`config.mk`:
```
export PLATFORM = sky130hd
export DESIGN_NAME = backup_sd_sync
export DESIGN_NICKNAME = d
export VERILOG_FILES = /design/src/rtl/backup_pkg.sv /design/src/rtl/backup_idle_timer.sv /design/src/rtl/backup_sd_sync.sv
export SDC_FILE = /design/constraint.sdc
export NUM_CORES = 1
export LEC_CHECK = 0
export ABC_AREA = 1
export CORE_AREA = 2 2 97 99
export DETAILED_ROUTE_END_ITERATION = 12
export DIE_AREA = 0 0 99 101
export PLACE_DENSITY = 0.83
export SYNTH_ARGS = -nofsm -noshare
export SYNTH_HDL_FRONTEND = slang
export SYNTH_HIERARCHICAL = 1
export SYNTH_SLANG_ARGS = --single-unit
```
`constraint.sdc`:
```
create_clock -name clk_sys -period 4.9 [get_ports clk_sys]
set_clock_uncertainty 0.1 [all_clocks]
set_input_delay 0.49 -clock clk_sys [delete_from_list [all_inputs] [get_ports clk_sys]]
set_output_delay 0.49 -clock clk_sys [all_outputs]
set_load 0.05 [all_outputs]
```
`src/rtl/backup_pkg.sv`:
```
// Shared types and constants for the backup-RAM <-> SD-image sector sequencer.
package backup_pkg;

    localparam int unsigned SECTOR_BYTES = 512;
    localparam int unsigned SECTOR_SHIFT = 9;

    typedef enum logic [1:0] {
        IDLE,
        ISSUE,
        XFER
    } state_t;

    typedef enum logic {
        OP_LOAD,
        OP_SAVE
    } op_t;

endpackage

```
`src/rtl/backup_idle_timer.sv`:
```
// Idle timer for autosave: counts enabled ticks and pulses expire on the
// TICKS-th one, then restarts from zero.
// Ports:
//   clk_sys, reset : clock, synchronous active-high reset
//   tick           : timebase pulse
//   clear          : restart the count (takes priority over tick)
//   enable         : ticks are only counted while high
//   expire         : one-cycle registered pulse when the count is reached
module backup_idle_timer #(
    parameter int unsigned TICKS = 4
) (
    input  logic clk_sys,
    input  logic reset,
    input  logic tick,
    input  logic clear,
    input  logic enable,
    output logic expire
);

    localparam int unsigned CW = $clog2(TICKS + 1);

    logic [CW-1:0] cnt_q;

    // The count never passes TICKS-1: reaching the limit restarts it.
    always_ff @(posedge clk_sys) begin
        if (reset) begin
            cnt_q  <= '0;
            expire <= 1'b0;
        end else begin
            expire <= 1'b0;
            if (clear) begin
                cnt_q <= '0;
            end else if (enable && tick) begin
                if (cnt_q == CW'(TICKS - 1)) begin
                    cnt_q  <= '0;
                    expire <= 1'b1;
                end else begin
                    cnt_q <= cnt_q + CW'(1);
                end
            end
        end
    end

endmodule

```
`src/rtl/backup_sd_sync.sv`:
```
// Backup-RAM <-> SD-image sector sequencer. Loads the image into nvram on
// mount, writes it back on save request or idle autosave, tracks a dirty flag
// and pulses load_done after a complete load.
// Ports:
//   clk_sys, reset      : clock, synchronous active-high reset
//   img_mounted,img_size: mount strobe (rising edge) and image size in bytes
//   download            : ROM download (rising edge disables backup)
//   save_req            : manual save (rising edge)
//   nv_we, tick         : nvram write seen, autosave timebase
//   sd_ack              : SD sector handshake acknowledge
//   sd_lba, sd_rd, sd_wr: SD sector request
//   bk_ena, busy, dirty : status
//   load_done           : one-cycle pulse after a full load
module backup_sd_sync
    import backup_pkg::*;
#(
    parameter int unsigned SECTORS        = 16,
    parameter int unsigned LBA_BASE       = 0,
    parameter int unsigned AUTOSAVE_TICKS = 0
) (
    input  logic        clk_sys,
    input  logic        reset,
    input  logic        img_mounted,
    input  logic [31:0] img_size,
    input  logic        download,
    input  logic        save_req,
    input  logic        nv_we,
    input  logic        tick,
    input  logic        sd_ack,
    output logic [31:0] sd_lba,
    output logic        sd_rd,
    output logic        sd_wr,
    output logic        bk_ena,
    output logic        busy,
    output logic        dirty,
    output logic        load_done
);

    localparam int unsigned CNT_W = $clog2(SECTORS + 1);

    state_t             state_q, state_d;
    op_t                op_q, op_d;
    logic [CNT_W-1:0]   n_q, n_d, idx_q, idx_d, load_n_q, load_n_d;
    logic [31:0]        lba_q, lba_d;
    logic               rd_q, rd_d, wr_q, wr_d, bk_q, bk_d, busy_q, busy_d;
    logic               dirty_q, dirty_d, done_q, done_d;
    logic               lpend_q, lpend_d, spend_q, spend_d, abort_q, abort_d;
    logic               mnt_q, dl_q, save_q, ack_q;
    logic               mnt_rise, dl_rise, save_rise, ack_rise, ack_fall;
    logic               dirty_clr, timer_expire;
    logic [32:0]        size_up;
    logic [23:0]        mnt_secs;
    logic [CNT_W-1:0]   mnt_n;

    assign mnt_rise  = img_mounted & ~mnt_q;
    assign dl_rise   = download & ~dl_q;
    assign save_rise = save_req & ~save_q;
    assign ack_rise  = sd_ack & ~ack_q;
    assign ack_fall  = ~sd_ack & ack_q;

    // Sectors to load: ceil(img_size/512) clipped to the RAM size.
    assign size_up  = {1'b0, img_size} + 33'(SECTOR_BYTES - 1);
    assign mnt_secs = 24'(size_up >> SECTOR_SHIFT);
    assign mnt_n    = (mnt_secs >= 24'(SECTORS)) ? CNT_W'(SECTORS) : CNT_W'(mnt_secs);

    generate
        if (AUTOSAVE_TICKS != 0) begin : g_autosave
            backup_idle_timer #(
                .TICKS (AUTOSAVE_TICKS)
            ) u_idle_timer (
                .clk_sys (clk_sys),
                .reset   (reset),
                .tick    (tick),
                .clear   (nv_we),
                .enable  (dirty_q && !busy_q),
                .expire  (timer_expire)
            );
        end else begin : g_no_autosave
            logic unused_tick;
            assign unused_tick  = tick;
            assign timer_expire = 1'b0;
        end
    endgenerate

    // State and output registers.
    always_ff @(posedge clk_sys) begin
        if (reset) begin
            state_q  <= IDLE;
            op_q     <= OP_LOAD;
            n_q      <= '0;
            idx_q    <= '0;
            load_n_q <= '0;
            lba_q    <= '0;
            rd_q     <= 1'b0;
            wr_q     <= 1'b0;
            bk_q     <= 1'b0;
            busy_q   <= 1'b0;
            dirty_q  <= 1'b0;
            done_q   <= 1'b0;
            lpend_q  <= 1'b0;
            spend_q  <= 1'b0;
            abort_q  <= 1'b0;
            mnt_q    <= 1'b0;
            dl_q     <= 1'b0;
            save_q   <= 1'b0;
            ack_q    <= 1'b0;
        end else begin
            state_q  <= state_d;
            op_q     <= op_d;
            n_q      <= n_d;
            idx_q    <= idx_d;
            load_n_q <= load_n_d;
            lba_q    <= lba_d;
            rd_q     <= rd_d;
            wr_q     <= wr_d;
            bk_q     <= bk_d;
            busy_q   <= busy_d;
            dirty_q  <= dirty_d;
            done_q   <= done_d;
            lpend_q  <= lpend_d;
            spend_q  <= spend_d;
            abort_q  <= abort_d;
            mnt_q    <= img_mounted;
            dl_q     <= download;
            save_q   <= save_req;
            ack_q    <= sd_ack;
        end
    end

    // Next-state logic: sequencer first, then events, so a fresh request in
    // the dispatch cycle is not lost when the serviced flag is cleared.
    always_comb begin
        state_d   = state_q;
        op_d      = op_q;
        n_d       = n_q;
        idx_d     = idx_q;
        load_n_d  = load_n_q;
        lba_d     = lba_q;
        rd_d      = rd_q;
        wr_d      = wr_q;
        bk_d      = bk_q;
        lpend_d   = lpend_q;
        spend_d   = spend_q;
        abort_d   = abort_q;
        done_d    = 1'b0;
        dirty_clr = 1'b0;

        case (state_q)
            IDLE: begin
                if (bk_q && !dl_rise && (lpend_q || spend_q)) begin
                    if (lpend_q) begin
                        op_d    = OP_LOAD;
                        n_d     = load_n_q;
                        lpend_d = 1'b0;
                        rd_d    = 1'b1;
                    end else begin
                        op_d      = OP_SAVE;
                        n_d       = CNT_W'(SECTORS);
                        spend_d   = 1'b0;
                        wr_d      = 1'b1;
                        dirty_clr = 1'b1;
                    end
                    idx_d   = '0;
                    lba_d   = 32'(LBA_BASE);
                    abort_d = 1'b0;
                    state_d = ISSUE;
                end
            end
            ISSUE: begin
                if (ack_rise) begin
                    rd_d    = 1'b0;
                    wr_d    = 1'b0;
                    state_d = XFER;
                end
            end
            XFER: begin
                if (ack_fall) begin
                    // An abort lets the current handshake finish, then stops.
                    if (abort_q || dl_rise || ((idx_q + CNT_W'(1)) == n_q)) begin
                        state_d = IDLE;
                        if (op_q == OP_LOAD && !abort_q && !dl_rise) begin
                            done_d    = 1'b1;
                            dirty_clr = 1'b1;
                        end
                    end else begin
                        idx_d   = idx_q + CNT_W'(1);
                        lba_d   = lba_q + 32'd1;
                        rd_d    = (op_q == OP_LOAD);
                        wr_d    = (op_q == OP_SAVE);
                        state_d = ISSUE;
                    end
                end
            end
            default: begin
                state_d = IDLE;
                rd_d    = 1'b0;
                wr_d    = 1'b0;
            end
        endcase

        if (mnt_rise && (img_size != 32'd0)) begin
            bk_d     = 1'b1;
            lpend_d  = 1'b1;
            load_n_d = mnt_n;
        end
        // Save requests only mean something with an image mounted.
        if ((save_rise || timer_expire) && bk_d) begin
            spend_d = 1'b1;
        end
        if (dl_rise) begin
            bk_d    = 1'b0;
            lpend_d = 1'b0;
            spend_d = 1'b0;
            if (state_q != IDLE) begin
                abort_d = 1'b1;
            end
        end

        dirty_d = dirty_clr ? 1'b0 : dirty_q;
        if (nv_we) begin
            dirty_d = 1'b1;
        end
        busy_d = (state_d != IDLE);
    end

    assign sd_lba    = lba_q;
    assign sd_rd     = rd_q;
    assign sd_wr     = wr_q;
    assign bk_ena    = bk_q;
    assign busy      = busy_q;
    assign dirty     = dirty_q;
    assign load_done = done_q;

endmodule

```
==> results of run 1 <==
-- registers in the layout (all words and copies together) (netlist names), 2 cells and up --
name      count
sd_lba       32
state_q       2
load_n_q      5
n_q           5
idx_q         5
-- area by class of cell --
class	count	area [um^2]	share of cell area
timing repair buffer	77	768.2	0.1413
clock buffer	9	123.9	0.02278
multi-input combinational	566	2666	0.4903
tap	111	138.9	0.02554
clock inverter	7	96.34	0.01772
sequential	63	1261	0.2319
inverter	102	382.9	0.07041
-- kinds of logic after synthesis --
| kind of cell | share of synthesized area |
|---|---|
| fa+ha+maj | 0.005679 |
| buf+inv | 0.1085 |
| flops | 0.2863 |
| xor+xnor | 0.04374 |
| simple gates | 0.4558 |
| compound gates | 0.09997 |
-- stage by stage --
stage	setup slack (ns)	power [mW]
detailed placement	1.494	0.6733
global placement	1.489	0.6714
global route	1.122	1.213
finish	1.498	1.165
CTS	1.528	1.169
floorplan	2.740	0.6138
-- worst max path at each step --
stage	start	end	slack [ns]
after floorplan	sd_lba[1]	sd_lba[28]	2.74
after global placement	download	sd_lba[6]	1.49
after detailed placement	download	sd_lba[6]	1.49
after CTS	state_q[1]	sd_lba[6]	1.53
after global routing	state_q[1]	sd_lba[6]	1.12
final	state_q[1]	sd_lba[6]	1.50
-- report_power, final --
part / switching (mW) / internal [mW]
registers: 0.00497 / 0.521
logic: 0.0819 / 0.0550
clock network: 0.216 / 0.287
-- synthesized netlist by cell type, drive strengths merged (2+ instances only) --
library cell  instances  share of area
xnor2                 8          0.016
buf                  10          0.016
o21bai                5         0.0085
clkbuf                6         0.0051
nand4                16          0.023
nor2                139           0.13
nor4                 10          0.014
ha                    2         0.0057
nand3b                4         0.0068
o21ai                20          0.024
xor2                 14          0.028
dfxtp                63           0.29
o211ai                2         0.0034
inv                 101          0.086
nand2               214           0.19
o22ai                 5         0.0071
nor3                 25          0.030
nand3                48          0.056
and2                  3         0.0043
a21oi                47          0.054
-- worst reg2reg max path: stages, from the launching register on --
cell and delay (ns):
dfxtp_1 0.37, inv_1 0.07, nor2_1 0.45, inv_1 0.55, o21ai_2 0.28, nand2_2 0.47
inv_2 0.65, nand3_1 0.18, nor2_1 0.12, nor2_1 0.05
-- cells in the final DEF (no fill, tap or decap), drive strengths merged --
cell type      instances
a211oi                 1
a21oi                 47
a31oi                  1
and2                   3
buf                    1
bufinv                 2
clkbuf                 9
clkdlybuf4s50         76
clkinv                 2
clkinvlp               3
dfxtp                 63
ha                     2
inv                  102
nand2                214
nand3                 48
nand3b                 4
nand4                 16
nor2                 139
nor3                  25
nor4                  10
o211ai                 2
o21ai                 20
o21bai                 5
o22ai                  5
or2                    1
or3                    1
xnor2                  8
xor2                  14
-- metal layers --
metal | vias up | global-route usage
met1 | 2134 | 0.2997
met5 | - | 0
met3 | 17 | 0.04854
met4 | 0 | 0.06217
met2 | 128 | 0.4023
li1 | 2520 | -
==> out/qor.yml, run 1 <==
status: "complete, no violations"
synth_area_um2: 4405
hold_viol: 0
end_kind: "flip-flop"
n_antenna_cell: 0
final_area_um2: 5438
cts.htree.levels: 3
routed-wl-met2_mm: 5.436
die_w_um: 99
cts_tree: "yes"
slowest_delay_ns: 0.65
cp_common_cell: "nor2_1"
clk-insertion-delay-late_ns: 0.35
p_leak_nw: 2.072
core_area_um2: 8977
antenna_found_initial: 0
cp_num_buf_inv: 3
cts-buffers-inserted: 9
wirelength_mm: 11.32
pin_count: 78
slew_headroom: 0.4547
worst_pin_slew_ns: 0.8170
holdPathEnd: "sd_wr"
syn_inst: 747
viasPerCell: 5.133
hpwl_mm: 8.548
first_iter_violations: 220
crit_family: "buffers and inverters"
ys.flop_type: "dfxtp_1"
cp_slowest_cell: "inv_2"
row_count: 35
hold_buffers: 0
ir_worst_vdd_mv: 0.1754
ctsResizeCount: 0
hp-class: "flip-flop to flip-flop"
critical_path_required_ns: 5.04
crit_cells: 9
timing.fmax_ghz: 0.2939
setup_tns_ns: 0
clock_sinks: 63
antenna_left: 0
dpl_cell_area_um2: 5218
rr_startpoint: "state_q[1]"
start_util: 0.4907
powerDensity_nw_per_um2: 214.2
syn_nets: 789
finalCritPeriodShare: 0.6944
critPathMaxFanout: 41
path_cells: "inv_1 > nor2_1 > inv_1 > o21ai_2 > nand2_2 > inv_2 > nand3_1 > nor2_1 > nor2_1"
top_layer_used: "met4"
ys_ff_latch: 63
rrSetupSlack_ns: 1.50
setup_viol: 0
port_buffers: 76
cap_viol_max_count: 0
dieArea_um2: 9999
cts.clk_slew.worst_paths_ns: 0.07
holdPathStages: 2
grt_pass1_vias: 4345
rsz0062_at_grt: "false"
nets: 861
synthDistinctLibCells: 39
critPathLaunchType: "flip-flop"
crit_arrival_ns: 3.55
rr_worst_depth: 9
utilization: 0.6057
r2r_end: "sd_lba[6]"
instances_no_fill: 935
routedWlPerCell_um: 12.11
timing.hold.ws_ns: 0.3607
synth_edf_count: 0
die_y_um: 101
place_inst: 919
synth_seq_area_share: 0.2863
final_layout_size_suffix_gt1_frac: 0.05825
cts_post_setup_buffers_inserted: 0
grt_max_degree: 42
drcViolationCount: 0
min_period_ns: 3.402
min_from: "sd_wr"
worstSetupPathType: "flip-flop to flip-flop"
fillCellCount: 880
cts_root_buf: "clkbuf_8"
maxSlewViolCount: 0
dr_wl_met3_um: 474
ctsLongestPathBuffers: 2
syn_avg_cell_area_um2: 5.898
syn2layout_area_growth_pct: 23.43
gp_congestion: 0.9747
grt_overflow_total: 0
ys_warn_count: 6
drtPass1Iterations: 5
wl_met1_mm: 5.232
synthArstFlopShare: 0
vias: 4799
grt_pass1_wl_mm: 19.25
grt_usage: 0.2342
(Power assumes the default switching activity.)
==> run 2: changes to the inputs <==
- CORE_AREA: 2 2 97 99 -> 2 2 98 100
- DIE_AREA: 0 0 99 101 -> 0 0 100 102
- PLACE_DENSITY: 0.83 -> 0.84
- clock period: 4.9 -> 3.1 ns (I/O delays scaled with it)
==> run 2 against run 1 <==
Compared with the run above:
- highest routed layer unchanged
- sequential power is 58% higher
- clock power is 23% higher
- power is 43% higher
- combinational power is 60% higher
- sequential share of layout area is 0.11 points higher
- setup slack worse by 1.1 ns
==> out/qor.yml, run 2 (synthesis results as in run 1) <==
status: "complete, no violations"
drcViolationCount: 0  # unchanged
final_common_cell: "nand2_1"
min_period_ns: 2.668  # -0.7342 ns
drtPass1Iterations: 5  # unchanged
min_from: "sd_rd"
cap_viol_max_count: 0  # unchanged
worstSetupPathType: "flip-flop to flip-flop"
die_w_um: 100  # +1.0%
switchingPower_mw: 0.4526  # +50%
critPathMaxFanout: 32  # -22%
core_area_um2: 9109  # +1.5%
total_power_mw: 1.667  # +43%
timing.fmax_ghz: 0.3748  # +28%
critPathLaunchType: "flip-flop"
worst_pin_slew_ns: 0.5596  # -0.2574 ns
rr_startpoint: "idx_q[0]"
setup_tns_ns: 0  # unchanged
finalCritPeriodShare: 0.8607  # +0.1664
first_iter_violations: 254  # +15%
final_area_um2: 5411  # -0.48%
p_leak_nw: 2.074  # about the same
cts_post_setup_buffers_inserted: 0  # unchanged
cp_num_buf_inv: 1  # -2
cp_slowest_cell: "inv_2"
cts-buffers-inserted: 9  # unchanged
mostFrequentLayoutCells: "nand2_1 (207), nor2_1 (126), inv_1 (95), clkdlybuf4s50_1 (76), dfxtp_1 (63)"
wirelength_mm: 11.43  # +0.95%
power_frac_clock: 0.370  # -0.061
port_buffers: 76  # unchanged
grt_pass1_vias: 4430  # +2.0%
final_layout_size_suffix_gt1_frac: 0.06046  # +0.002207
swShare: 0.2715  # +0.01177
grt_pass1_wl_mm: 19.72  # +2.4%
slowest_delay_ns: 0.47  # -0.18 ns
combPwrFrac: 0.131  # +0.014
timing.hold.ws_ns: 0.3584  # -0.002359 ns
ctsResizeCount: 0  # unchanged
setup_viol: 0  # unchanged
viasPerCell: 5.196  # +1.2%
grt_max_degree: 36  # -14%
slew_headroom: 0.6264  # +0.1717
nets: 865  # +0.46%
start_util: 0.4837  # -0.007078
critical_path_required_ns: 3.26  # -1.78 ns
crit_arrival_ns: 2.83  # -0.72 ns
internal-power_mw: 1.215  # +41%
largest_register_ffs: 32  # unchanged
antenna_found_initial: 0  # unchanged
place_inst: 923  # +0.44%
power_frac_seq: 0.498  # +0.047
pin_count: 78  # unchanged
maxSlewViolCount: 0  # unchanged
hold_viol: 0  # unchanged
crit_family: "simple AND/OR/NAND/NOR gates"
grt_overflow_total: 0  # unchanged
cts_root_buf: "clkbuf_8"
gp_congestion: 0.9832  # +0.87%
powerDensity_nw_per_um2: 308.1  # +44%
end_kind: "flip-flop"
cts_tree: "yes"
vias: 4874  # +1.6%
n_antenna_cell: 0  # unchanged
hp-class: "flip-flop to flip-flop"
routedWlPerCell_um: 12.18  # +0.62%
clock_sinks: 63  # unchanged
dpl_cell_area_um2: 5248  # +0.58%
cts.htree.levels: 3  # unchanged
grt_usage: 0.2390  # +0.004729
dieArea_um2: 10200  # +2.0%
rsz0062_at_grt: "false"
hpwl_mm: 8.577  # +0.34%
ir_worst_vdd_mv: 0.1699  # -3.2%
die_y_um: 102  # +0.99%
worstSetupStartpoint: "idx_q[0]"
cts.clk_slew.worst_paths_ns: 0.08  # about the same
clk-insertion-delay-late_ns: 0.36  # about the same
hold_buffers: 0  # unchanged
row_count: 35  # unchanged
ctsLongestPathBuffers: 2  # unchanged
antenna_left: 0  # unchanged
instances_no_fill: 938  # +0.32%
path_cells: "ha_1 > or2_2 > nand4_1 > nor3_1 > nand3_1 > nand2_1 > nand2_1 > nand2_2 > inv_2 > nand3_1 > nor2_1 > nor2_1"
syn2layout_area_growth_pct: 22.83
run 2: cell types whose count changed in the layout (fill, tap and decap cells not counted), sizes merged:
| cell | previous run | this run |
|---|---|---|
| clkinvlp | 3 | 1 |
| clkinv | 2 | 4 |
| clkbuf | 9 | 11 |
| buf | 1 | 5 |
| inv | 102 | 101 |
| bufinv | 2 | 0 |
run 2: metrics by stage:
| stage | utilization | setup slack, ns |
|---|---|---|
| detailed placement | 0.5761 | 0.3857 |
| global placement | 0.5761 | 0.4320 |
| CTS | 0.5941 | 0.4611 |
| floorplan | - | 0.9401 |
| finish | 0.5941 | 0.4317 |
| global route | 0.5941 | 0.2207 |
run 2: path summary, 6_finish.rpt:
kind	end	slack (ns)	depth (start not counted)
setup / recovery	sd_lba[6]	0.43	12
hold / removal	sd_rd	0.36	2
setup reg to reg	sd_lba[6]	0.43	12
hold reg to reg	sd_rd	0.36	2
run 2: power groups by stage:
stage	Combinational [mW]	Sequential, mW	Clock [mW]
after floorplan	0.112	0.859	0
after global placement	0.214	0.849	0
after detailed placement	0.217	0.849	0
after CTS	0.218	0.831	0.634
after global routing	0.245	0.832	0.664
final	0.219	0.831	0.617
run 2: layout make-up:
cell class / count / area, um^2
timing repair buffer: 81 / 798.3
tap: 111 / 138.9
clock buffer: 11 / 141.4
inverter: 102 / 382.9
multi-input combinational: 566 / 2666
clock inverter: 4 / 22.52
fill: 916 / 3697
sequential: 63 / 1261
run 2: worst min-delay path: cells and delay by family, from the launching register on:
family          cells  cell delay (ns)
buf+inv             1             0.05
flops               1             0.32
compound gates      1             0.05
run 2: per-layer routing:
metal  up-vias  share of wire  GRT usage
li1       2524              -          -
met1      2169           0.43     0.3050
met2       160           0.48     0.4142
met3        21          0.071    0.04036
met4         0          0.018    0.07692
met5         -              0          0
==> run 3: changes to the inputs <==
- ABC_AREA: 1 -> not set
- CORE_AREA: 2 2 98 100 -> 2 2 92 94
- DIE_AREA: 0 0 100 102 -> 0 0 94 96
- PLACE_DENSITY: 0.84 -> 0.82
==> run 3 against run 2 <==
Compared with the run above:
- sequential share of layout area up 3.4 points
- die area down 12%
- critical path type unchanged
- maximum frequency up 3.8%
- synthesized area down 18%
- clock power up 41%
- count of clock-buffer cells in the layout down 2
- critical endpoint is now sd_lba[31]
- core utilization down 0.76 points
==> out/qor.yml, run 3 <==
clock_sinks: 63  # unchanged
power_frac_seq: 0.441  # -0.057
p_leak_nw: 1.570  # -24%
syn2layout_area_growth_pct: 30.72
ir_worst_vdd_mv: 0.2464  # +45%
largest_register_ffs: 32  # unchanged
synth_seq_area_share: 0.3492  # +0.06287
cts.htree.levels: 3  # unchanged
dieArea_um2: 9024  # -12%
final_layout_size_suffix_gt1_frac: 0.1000  # +0.03954
synth_compound_area_frac: 0.2057  # +0.1058
yosysTopAreaCellShare: 0.3492  # +0.06287
vias: 3677  # -25%
holdPathStages: 2  # unchanged
setup_tns_ns: 0  # unchanged
crit_arrival_ns: 2.70  # -0.13 ns
row_count: 33  # -5.7%
cts-buffers-inserted: 9  # unchanged
rsz0062_at_grt: "false"
syn_inst: 438  # -41%
start_util: 0.4486  # -0.03501
hold_buffers: 0  # unchanged
wirelength_mm: 9.516  # -17%
die_y_um: 96  # -5.9%
hpwl_mm: 7.165  # -16%
ys_ff_latch: 63  # unchanged
powerDensity_nw_per_um2: 396.5  # +29%
combPwrFrac: 0.094  # -0.037
fillCellCount: 725  # -21%
critical_path_required_ns: 3.23  # -0.03 ns
drcViolationCount: 0  # unchanged
yosys.area.top_type: "dfxtp_1"
rrSetupSlack_ns: 0.53  # +0.10 ns
final_common_cell: "clkdlybuf4s50_1"
rr_worst_depth: 9  # -3
synth_area_um2: 3612  # -18%
ctsLongestPathBuffers: 2  # unchanged
rr_startpoint: "idx_q[0]"
swShare: 0.2328  # -0.03866
hp-class: "flip-flop to flip-flop"
drtPass1Iterations: 5  # unchanged
worstSetupPathType: "flip-flop to flip-flop"
cts.clk_slew.worst_paths_ns: 0.07  # about the same
cts_root_buf: "clkbuf_8"
internal-power_mw: 1.437  # +18%
min_period_ns: 2.571  # -0.09745 ns
hold_viol: 0  # unchanged
cap_viol_max_count: 0  # unchanged
clk-insertion-delay-late_ns: 0.34  # -0.02 ns
ctsResizeCount: 0  # unchanged
holdPathEnd: "load_n_q[0]"
synthDistinctLibCells: 69  # +77%
crit_family: "compound AO/OA/AOI/OAI gates"
gp_congestion: 0.9271  # -5.7%
slew_headroom: 0.6166  # -0.009830
viasPerCell: 5.883  # +13%
syn_nets: 480  # -39%
cts_post_setup_buffers_inserted: 0  # unchanged
synthXorXnorAreaFrac: 0.04364  # -0.00009365
cts_tree: "yes"
use_met3: 0.04072  # +0.0003648
synth_fa_ha_area_frac: 0.006928  # +0.001247
antenna_found_initial: 0  # unchanged
ys_top_cells_by_area: "dfxtp_1 (35%), a21oi_1 (5.1%), nand2_1 (4.4%)"
critPathLaunchType: "flip-flop"
setup_viol: 0  # unchanged
worst_pin_slew_ns: 0.5707  # +0.01117 ns
synthArstFlopShare: 0  # unchanged
timing.final.ws_setup_ns: 0.5292  # +0.09745 ns
cp_num_buf_inv: 2  # +1
core_area_um2: 8051  # -12%
switchingPower_mw: 0.4359  # -3.7%
mostFrequentLayoutCells: "clkdlybuf4s50_1 (76), dfxtp_1 (63), nand2_1 (42), a21oi_1 (37), nor2_1 (35)"
ys_warn_count: 6  # unchanged
maxSlewViolCount: 0  # unchanged
first_iter_violations: 238  # -6.3%
cp_slowest_cell: "dfxtp_1"
die_w_um: 94  # -6.0%
path_cells: "ha_1 > nand3_1 > o21bai_1 > inv_1 > o311a_1 > a21oi_2 > buf_12 > nor4b_2 > mux2_1"
timing.fmax_ghz: 0.3890  # +3.8%
dpl_worst_slack_ns: 0.2688  # -0.1170 ns
n_antenna_cell: 0  # unchanged
finalCritPeriodShare: 0.8293  # -0.03144
slowest_delay_ns: 0.43  # -0.04 ns
min_from: "load_n_q[0]"
synth_top_cells_by_count: "dfxtp_1 (63), nand2_1 (42), a21oi_1 (37)"
grt_pass1_wl_mm: 15.84  # -20%
grt_pass1_vias: 3326  # -25%
yosys.area_share.simple: 0.3360  # -0.1198
power_frac_clock: 0.466  # +0.096
port_buffers: 76  # unchanged
grt_usage: 0.2201  # -0.01884
yosysMostFrequentCell: "dfxtp_1"
synthMuxAreaShare: 0.01143  # +0.01143
ys.flop_type: "dfxtp_1"
routedWlPerCell_um: 15.23  # +25%
syn_avg_cell_area_um2: 8.247  # +40%
antenna_left: 0  # unchanged
grt_busiest_layer: "met2"
grt_use_met2: 0.3893  # -0.02496
nets: 557  # -36%
synth_edf_count: 0  # unchanged
pin_count: 78  # unchanged
grt_overflow_total: 0  # unchanged
r2r_end: "sd_lba[31]"
grt_max_degree: 31  # -14%
critPathMaxFanout: 25  # -22%
synth_top_family_by_area: "simple AND/OR/NAND/NOR gates"
status: "complete, no violations"
end_kind: "flip-flop"
use_met1: 0.2682  # -0.03682
==> run 3: changes by cell type in the layout (fill, tap and decap cells not counted), sizes merged, moves of 6 or more <==
cell   previous run  this run
or3               1        13
or4               0        17
nand3            48        25
xnor2             8        14
nor3             25        16
xor2             14         4
nand2           214        42
nor2            139        37
nor2b             0         8
a21oi            47        38
inv             101        16
and3              0         7
o31ai             0        18
==> run 3: layer usage <==
metal  part of all wire  wire (um)  vias to the layer above
li1                   -          -                     1796
met1               0.42       3977                     1731
met2               0.51       4837                      136
met3              0.057        539                       14
met4              0.017        162                        0
met5                  0          0                        -
==> run 3: metrics by stage <==
stage	instance area [um^2]	power (mW)	hold WS, ns	std cells	util
3_5_place_dp	4478	1.018	0.3522	609	0.5562
4_1_cts	4722	1.887	0.3658	625	0.5865
6_report	4722	1.872	0.3665	625	0.5865
3_3_place_gp	4478	1.015	0.3416	609	0.5562
5_1_grt	4722	1.933	0.3830	625	0.5865
2_1_floorplan	3612	0.9269	0.3259	438	-
==> run 3: worst max path at each step <==
stage                  from          end  slack [ns]  cells after the start
2_1_floorplan    sd_lba[14]   sd_lba[31]        0.51                      6
3_3_place_gp   img_size[21]  load_n_q[2]        0.33                      8
3_5_place_dp   img_size[11]  load_n_q[1]        0.27                      8
4_1_cts            idx_q[0]   sd_lba[31]        0.54                      9
5_1_grt            idx_q[0]   sd_lba[31]        0.35                      9
6_report           idx_q[0]   sd_lba[31]        0.53                      9
==> run 3: cells by family after synthesis <==
kind of cell               count (synthesis)
and+or+nand+nor                          209
adders and majority gates                  2
muxes                                      4
AOI/OAI and AO/OA                        107
xor gates and xnor gates                  18
DFF                                       63
buffers and inverters                     35
==> run 3: worst register-to-register path: stages, from the launching register on <==
cell and delay [ns]:
dfxtp_1 0.43, ha_1 0.29, nand3_1 0.16, o21bai_1 0.16, inv_1 0.10, o311a_1 0.43
a21oi_2 0.24, buf_12 0.18, nor4b_2 0.07, mux2_1 0.30
==> run 3: cell type report <==
cell class                 instances  area [um^2]  area share
timing repair buffer              86        848.3      0.1797
sequential                        63         1261      0.2671
clock inverter                     7        120.1     0.02544
clock buffer                       9        123.9     0.02623
inverter                          15        56.30     0.01192
tap                              105        131.4     0.02782
multi-input combinational        340         2181      0.4618
==> run 3: power by group through the flow <==
stage	Clock, mW	Sequential [mW]	Combinational (mW)
detailed placement	0	0.844	0.173
finish	0.872	0.825	0.175
CTS	0.887	0.825	0.174
global placement	0	0.844	0.171
global route	0.917	0.826	0.189
floorplan	0	0.849	0.0774
